===== src/rtl/adder_tree_pipe.sv =====
// adder_tree_pipe: pipelined N-input adder tree with valid/ready flow control and optional running accumulation
module adder_tree_pipe #(
  parameter int N_IN   = 4,
  parameter int IN_W   = 16,
  parameter int SIGNED = 0,
  parameter int ACC_W  = 24
) (
  input  logic                 clk,
  input  logic                 rst_n,
  input  logic                 in_valid,
  output logic                 in_ready,
  input  logic [N_IN*IN_W-1:0] in_data,
  input  logic                 in_acc,
  output logic                 out_valid,
  input  logic                 out_ready,
  output logic [ACC_W-1:0]     out_data
);
  localparam int LVL = $clog2(N_IN);
  localparam int TREE_W = IN_W + LVL;
  logic adv;
  logic [LVL-1:0] vld, tag;
  logic [ACC_W-1:0] sum_ext;
  assign adv = !out_valid | out_ready;
  assign in_ready = adv;
  for (genvar l = 0; l <= LVL; l++) begin : lv
    localparam int M = N_IN >> l;
    logic [M*TREE_W-1:0] n;
    if (l == 0) begin : g
      always_comb begin
        n = '0;
        for (int k = 0; k < M; k++)
          n[k*TREE_W +: TREE_W] = SIGNED != 0 ? TREE_W'($signed(in_data[k*IN_W +: IN_W]))
                                              : TREE_W'(in_data[k*IN_W +: IN_W]);
      end
    end else begin : g
      always_ff @(posedge clk)
        if (!rst_n) n <= '0;
        else if (adv)
          for (int k = 0; k < M; k++)
            n[k*TREE_W +: TREE_W] <= lv[l-1].n[2*k*TREE_W +: TREE_W] + lv[l-1].n[(2*k+1)*TREE_W +: TREE_W];
    end
  end
  assign sum_ext = SIGNED != 0 ? ACC_W'($signed(lv[LVL].n)) : ACC_W'(lv[LVL].n);
  always_ff @(posedge clk)
    if (!rst_n) begin
      vld <= '0;
      tag <= '0;
      out_valid <= 1'b0;
      out_data <= '0;
    end else if (adv) begin
      vld <= (vld << 1) | LVL'(in_valid);
      tag <= (tag << 1) | LVL'(in_acc);
      out_valid <= vld[LVL-1];
      if (vld[LVL-1]) out_data <= (tag[LVL-1] ? out_data : '0) + sum_ext;
    end
endmodule


===== config.mk =====
export PLATFORM = sky130hd
export DESIGN_NAME = adder_tree_pipe
export DESIGN_NICKNAME = d
export VERILOG_FILES = /design/src/rtl/adder_tree_pipe.sv
export SDC_FILE = /design/constraint.sdc
export NUM_CORES = 1
export LEC_CHECK = 0
export CORE_ASPECT_RATIO = 2
export CORE_MARGIN = 1.5
export CORE_UTILIZATION = 51
export CTS_BUF_LIST = sky130_fd_sc_hd__clkbuf_8
export CTS_CLUSTER_DIAMETER = 200
export DETAILED_ROUTE_END_ITERATION = 10
export GPL_TIMING_DRIVEN = 0
export HOLD_SLACK_MARGIN = 0.05
export PLACE_DENSITY = 0.79
export SYNTH_ARGS = -nofsm -noshare
export SYNTH_HDL_FRONTEND = slang
export SYNTH_SLANG_ARGS = --single-unit

===== constraint.sdc =====
create_clock -name clk -period 3.2 [get_ports clk]
set_input_delay 0.64 -clock clk [delete_from_list [all_inputs] [get_ports clk]]
set_output_delay 0.64 -clock clk [all_outputs]
set_load 0.02 [all_outputs]

Word-level counts from Yosys, hierarchy flattened:

Cells that the tools add are included.

* bitwise logic cells: 3
* equality and inequality tests: 0
* shift operators: 0
* add/subtract/negate cells: 4
* $mul: 0
* divide/modulo/power cells: 0
* $lt $le $gt $ge: 0
* muxes and demuxes: 1
* reductions and logical operators: 2

Operators by type and width (count)
* adder 16 x 16 -> 17 bit: 2
* adder 24 x 18 -> 24 bit: 1
* two-way mux 24 bit: 1
* adder 18 bit: 1
* bitwise OR 2 x 1 -> 2 bit: 2
* AND reduction 2 bit: 1
* zero test 1 bit: 1
* bitwise OR 1 bit: 1

* register bits: 83
* ROM bits: 0
* latch bits: 0
* output and inout port bits: 26
* memory bits (writable): 0
* input port bits: 69
* memories kept: 0

Longest topological paths before layout:

* depth in word-level cells: 3
* depth in mapped cells: 12
* depth with buffers taken out: 10

Worst setup path before layout:

OpenSTA, ideal clock, no wires.

* path type: flip-flop to flip-flop
* from: register tag[1]
* to: register out_data[20]
* path buffers: 2
* data arrival time: 2857 ps
* cell stages (with the launch flop): 13
* setup slack: 211 ps
* setup time: 133 ps
* cell sequence: dfxtp_1 -> clkbuf_1 -> clkbuf_1 -> and2_1 -> ha_1 -> fa_1 -> a21o_1 -> a311o_1 -> o22a_1 -> a41oi_1 -> o21a_2 -> or3_1 -> a31oi_1

* word-level cells in the longest chain between the ends: 2

Ends and longest elaborated chain
* start, declared: line 21 `logic [LVL-1:0] vld, tag;`
* start signal, assigned: line 52 `tag <= (tag << 1) | LVL'(in_acc);`
* two-way mux 24 bit: line 54 `if (vld[LVL-1]) out_data <= (tag[LVL-1] ? out_data : '0) + sum_ext;`
* adder 24 x 18 -> 24 bit: line 54
* end signal, assigned: line 54
* end, declared: line 16 `output logic [ACC_W-1:0] out_data`

No other way between the ends.
A chain may end at the register's enable or synchronous reset.

Worst setup path after layout:

* from: input port in_data[0]
* to: register lv[1].n[14]

* word-level cells in the longest chain between the ends: 1

Ends and longest elaborated chain
* start, declared: line 12 `input logic [N_IN*IN_W-1:0] in_data,`
* adder 16 x 16 -> 17 bit: line 40 `n[k*TREE_W +: TREE_W] <= lv[l-1].n[2*k*TREE_W +: TREE_W] + lv[l-1].n[(2*k+1)*TREE_W +: TREE_W];`
* end signal, assigned by index: line 40
* end, declared: line 27 `logic [M*TREE_W-1:0] n;`

No other way between the ends.

==> results by stage <==
Logic synthesis:
- Sorting the synthesized cells by how often they occur yields sky130_fd_sc_hd__nand2_1 (96), sky130_fd_sc_hd__dfxtp_1 (81), sky130_fd_sc_hd__a21oi_1 (76), sky130_fd_sc_hd__ha_1 (67), sky130_fd_sc_hd__nor2_1 (48).
- The most frequent cell after synthesis is sky130_fd_sc_hd__nand2_1.
- For this run, the number of Yosys warnings is 0.
- The count of mapped cells out of synthesis is 748.
- The distinct cell type count after synthesis is 60.
- The area of the mapped netlist is 5990 um2.
- Yosys mapped a number of flops with a built-in enable equal to 0.
- Counting flops and latches in the post-synthesis netlist gives 81.
- Summed over its instances, the top area cell type makes up 27.1% of the synthesized netlist area.
- The share of the Yosys chip area taken by registers is 27.1%.
- Counting every net in the synthesized netlist gives 888.
- Counting flops with an async set or reset pin after synthesis yields a share of 0%.
- After synthesis, the mean cell area works out to 8.00 um2.
- By area the synthesized netlist is led by sky130_fd_sc_hd__dfxtp_1 (27%), sky130_fd_sc_hd__ha_1 (14%), sky130_fd_sc_hd__a21oi_1 (6.4%).
- For this run, the leading register cell type out of synthesis is sky130_fd_sc_hd__dfxtp_1.
- The largest area contributor in the netlist is sky130_fd_sc_hd__dfxtp_1.

Route:
- In the routed design, unresolved DRC markers number 0.
- Using the TritonRoute via totals, the vias-per-cell ratio works out to 6.14.
- The count of vias placed by the detailed router is 6129.
- The number of nets still failing antenna checks after routing is 0.
- The first detailed-routing pass ran for 5 iterations.
- For this block, the initial DRC count from the detailed router was 294.
- The post-detailed-route wirelength per cell is 17.6 um.
- The routed design has 17600 um of wire.

Clock network:
- TritonCTS built the clock tree.
- At the later pin of the worst-skew pair, clock insertion delay measures 360 ps.
- The register clock-pin slew on the reported worst setup and hold paths is 80 ps.
- The number of CTS-inserted buffers is 9.
- The H-tree was split into 3 levels.
- The cell at the root of the clock tree is sky130_fd_sc_hd__clkbuf_8.
- The CTS sink count is 81.
- The maximum clock insertion buffer count is 2.

Timing:
- Setup total negative slack on the finished layout was measured at 0 ps.
- At the pin with the least slew margin, the transition time is 875 ps.
- The worst pin sits at a relative slew slack of 41.5%.
- The final hold slack is 462 ps.
- The final count of pins violating max slew is 0.
- Derived from the worst setup path, the maximum achievable clock frequency is 322 MHz.
- The number of hold-slack violations in the final timing report is 0.
- The post-layout minimum cycle time is 3100 ps.
- The setup skew after layout is 12.8 ps.
- Setup violations remaining at the end of the flow were counted as 0.
- Setup repair after global routing could not meet its margin everywhere.
- After layout, the worst path uses 97.0% of the clock period.

Floorplanning:
- The floorplan step defined a die boundary enclosing 12400 um2.
- In this run the count of I/O pins placed on the die edge is 95.
- The initial cell density of the core is 52.7%.
- The core area is 11400 um2.
- The floorplan has 55 rows.
- In this run the horizontal extent of the chip is 79.6 um.
- The height of the die is 156 um.

Flow run:
- Max-cap violations in this run came to 0.

GRT:
- The via count of the first global-routing pass is 6196.
- Global routing used 29.0% of the available tracks.
- The global-route wire length before repair is 28400 um.
- The initial antenna violation count is 0.
- The total congestion overflow after global routing is 0.
- The largest net degree at the start of global routing is 14.

Critical path:
- The critical path is of the input pin to flip-flop type.
- For the worst setup path, the data arrival time is 3330 ps.
- The sort of element at the start of the critical path is an input pin.
- The setup slack on the worst flop-to-flop path is 160 ps.
- The endpoint identified for the worst register-to-register timing path is out_data[18].
- Tracing the worst setup path back leads to its startpoint at in_data[0].
- The startpoint identified for the worst register-to-register timing path is tag[1].
- The end point of the critical path is lv[1].n[14].
- For the worst flop-to-flop path, the logic depth is 11.
- Along the worst path, the maximum fanout reaches 3.
- The required time of the worst setup path is 3430 ps.
- The sort of element at the end of the critical path is a flip-flop.

Final layout:
- Measured on the finished design, the core utilization comes to 65.2%.
- The post-route netlist has 5.14% of its cells at a drive strength greater than 1.
- For this run, the post-layout net count is 991.
- The area growth from synthesis to final layout is 23.7%.
- The antenna diode instance count is 0.
- The fill cell total of the finished layout is 1027.

Placed design:
- Routability-driven placement finished with a final weighted congestion of 0.894.
- The HPWL after detailed placement is 13600 um.
- The count of buffers added on input and output ports is 94.

Run status:
- The run finished with clean final reports.

Power and ir drop:
- IR analysis of the VDD net gives a maximum drop of 219 uV.
- Power spread over the standard cell area amounts to 412 nW/um2.
- The static leakage is 2.99 nW.

Worst hold path:
- The tightest min-delay check is of the flip-flop to flip-flop type.
## worst min path at each step
stage,start,end,depth (start not counted)
finish,lv[1].n[4],lv[1].n[4],2
global route,vld[0],vld[0],2
CTS,lv[1].n[5],lv[1].n[5],2
detailed placement,tag[0],tag[0],2
global placement,vld[0],vld[0],2
floorplan,tag[0],tag[0],2
## layout make-up
| class | instances | area (um2) | share of cell area (%) |
|---|---|---|---|
| multi-input combinational | 621 | 4260 | 57.5 |
| clock inverter | 5 | 77.6 | 1.05 |
| clock buffer | 11 | 151 | 2.04 |
| sequential | 81 | 1620 | 21.9 |
| timing repair buffer | 95 | 948 | 12.8 |
| inverter | 13 | 48.8 | 0.659 |
| buffer | 30 | 119 | 1.61 |
| tap | 142 | 178 | 2.40 |
## kinds of logic (layout without fill, tap and decap cells)
family / count (synthesis) / in the layout / share of synthesized area [%]
fa+ha+maj: 71 / 71 / 15.3
flops: 81 / 81 / 27.1
mux: 4 / 4 / 0.690
compound gates: 256 / 256 / 28.5
simple gates: 252 / 252 / 19.9
xor+xnor: 38 / 38 / 5.56
buf+inv: 46 / 154 / 2.88
## state kept, by name, summed over array words and instances, names as in the netlist
name,count
out_data,24
vld,2
out_valid,1
tag,2
lv.n,52
## placed cells by master, fill, tap and decap left out, types with 19 or more instances in the layout
cell type,Yosys,final
sky130_fd_sc_hd__dfxtp_1,81,80
sky130_fd_sc_hd__a21oi_1,76,75
sky130_fd_sc_hd__clkbuf_1,30,25
sky130_fd_sc_hd__ha_1,67,67
sky130_fd_sc_hd__o21ai_0,44,44
sky130_fd_sc_hd__o21a_1,19,19
sky130_fd_sc_hd__clkdlybuf4s50_1,0,94
sky130_fd_sc_hd__a21o_1,20,20
sky130_fd_sc_hd__xnor2_1,30,30
sky130_fd_sc_hd__nand3_1,26,26
sky130_fd_sc_hd__and2_1,26,26
sky130_fd_sc_hd__nor2_1,48,48
sky130_fd_sc_hd__nand2_1,96,96
## power breakdown
part           total (W)  leakage, nW  switching, W  internal [W]
logic           0.000996         2.20      0.000542      0.000454
clock network   0.000864        0.115      0.000385      0.000479
registers        0.00119        0.668     0.0000760       0.00112
total            0.00305         2.99       0.00100       0.00205
## metal layers
layer  part of all wire (%)  GRT usage, %
met5                      0             0
met4                    5.7          18.9
met2                     54          54.6
met3                    4.5          3.27
met1                     36          28.8
## critical path, cell delays in order
cell	delay [ps]
sky130_fd_sc_hd__clkdlybuf4s50_1	410
sky130_fd_sc_hd__ha_1	250
sky130_fd_sc_hd__fa_1	430
sky130_fd_sc_hd__a211o_1	330
sky130_fd_sc_hd__a21o_1	200
sky130_fd_sc_hd__a211o_1	350
sky130_fd_sc_hd__a211oi_4	330
sky130_fd_sc_hd__a21oi_1	140
sky130_fd_sc_hd__xnor2_1	160
sky130_fd_sc_hd__o21ai_0	90
## repair_timing
action                                  4_1_cts  5_1_grt
endpoints found under the setup margin       14       16
hold buffers                                  0        0
setup buffers                                 0        1
pin swaps                                     1        3
gates cloned                                  0        0
resized for setup                             8       10
## per-stage QoR
step	instance area (um2)	power, W	setup WS, ps	cells
after floorplan	5990	0.00187	211	748
after global placement	7110	0.00214	-438	984
after detailed placement	7110	0.00217	-495	984
after CTS	7360	0.00303	15.2	998
after global routing	7400	0.00322	-4.09	998
final	7400	0.00305	96.7	998
Note: power is estimated with default switching activity, not from simulation.
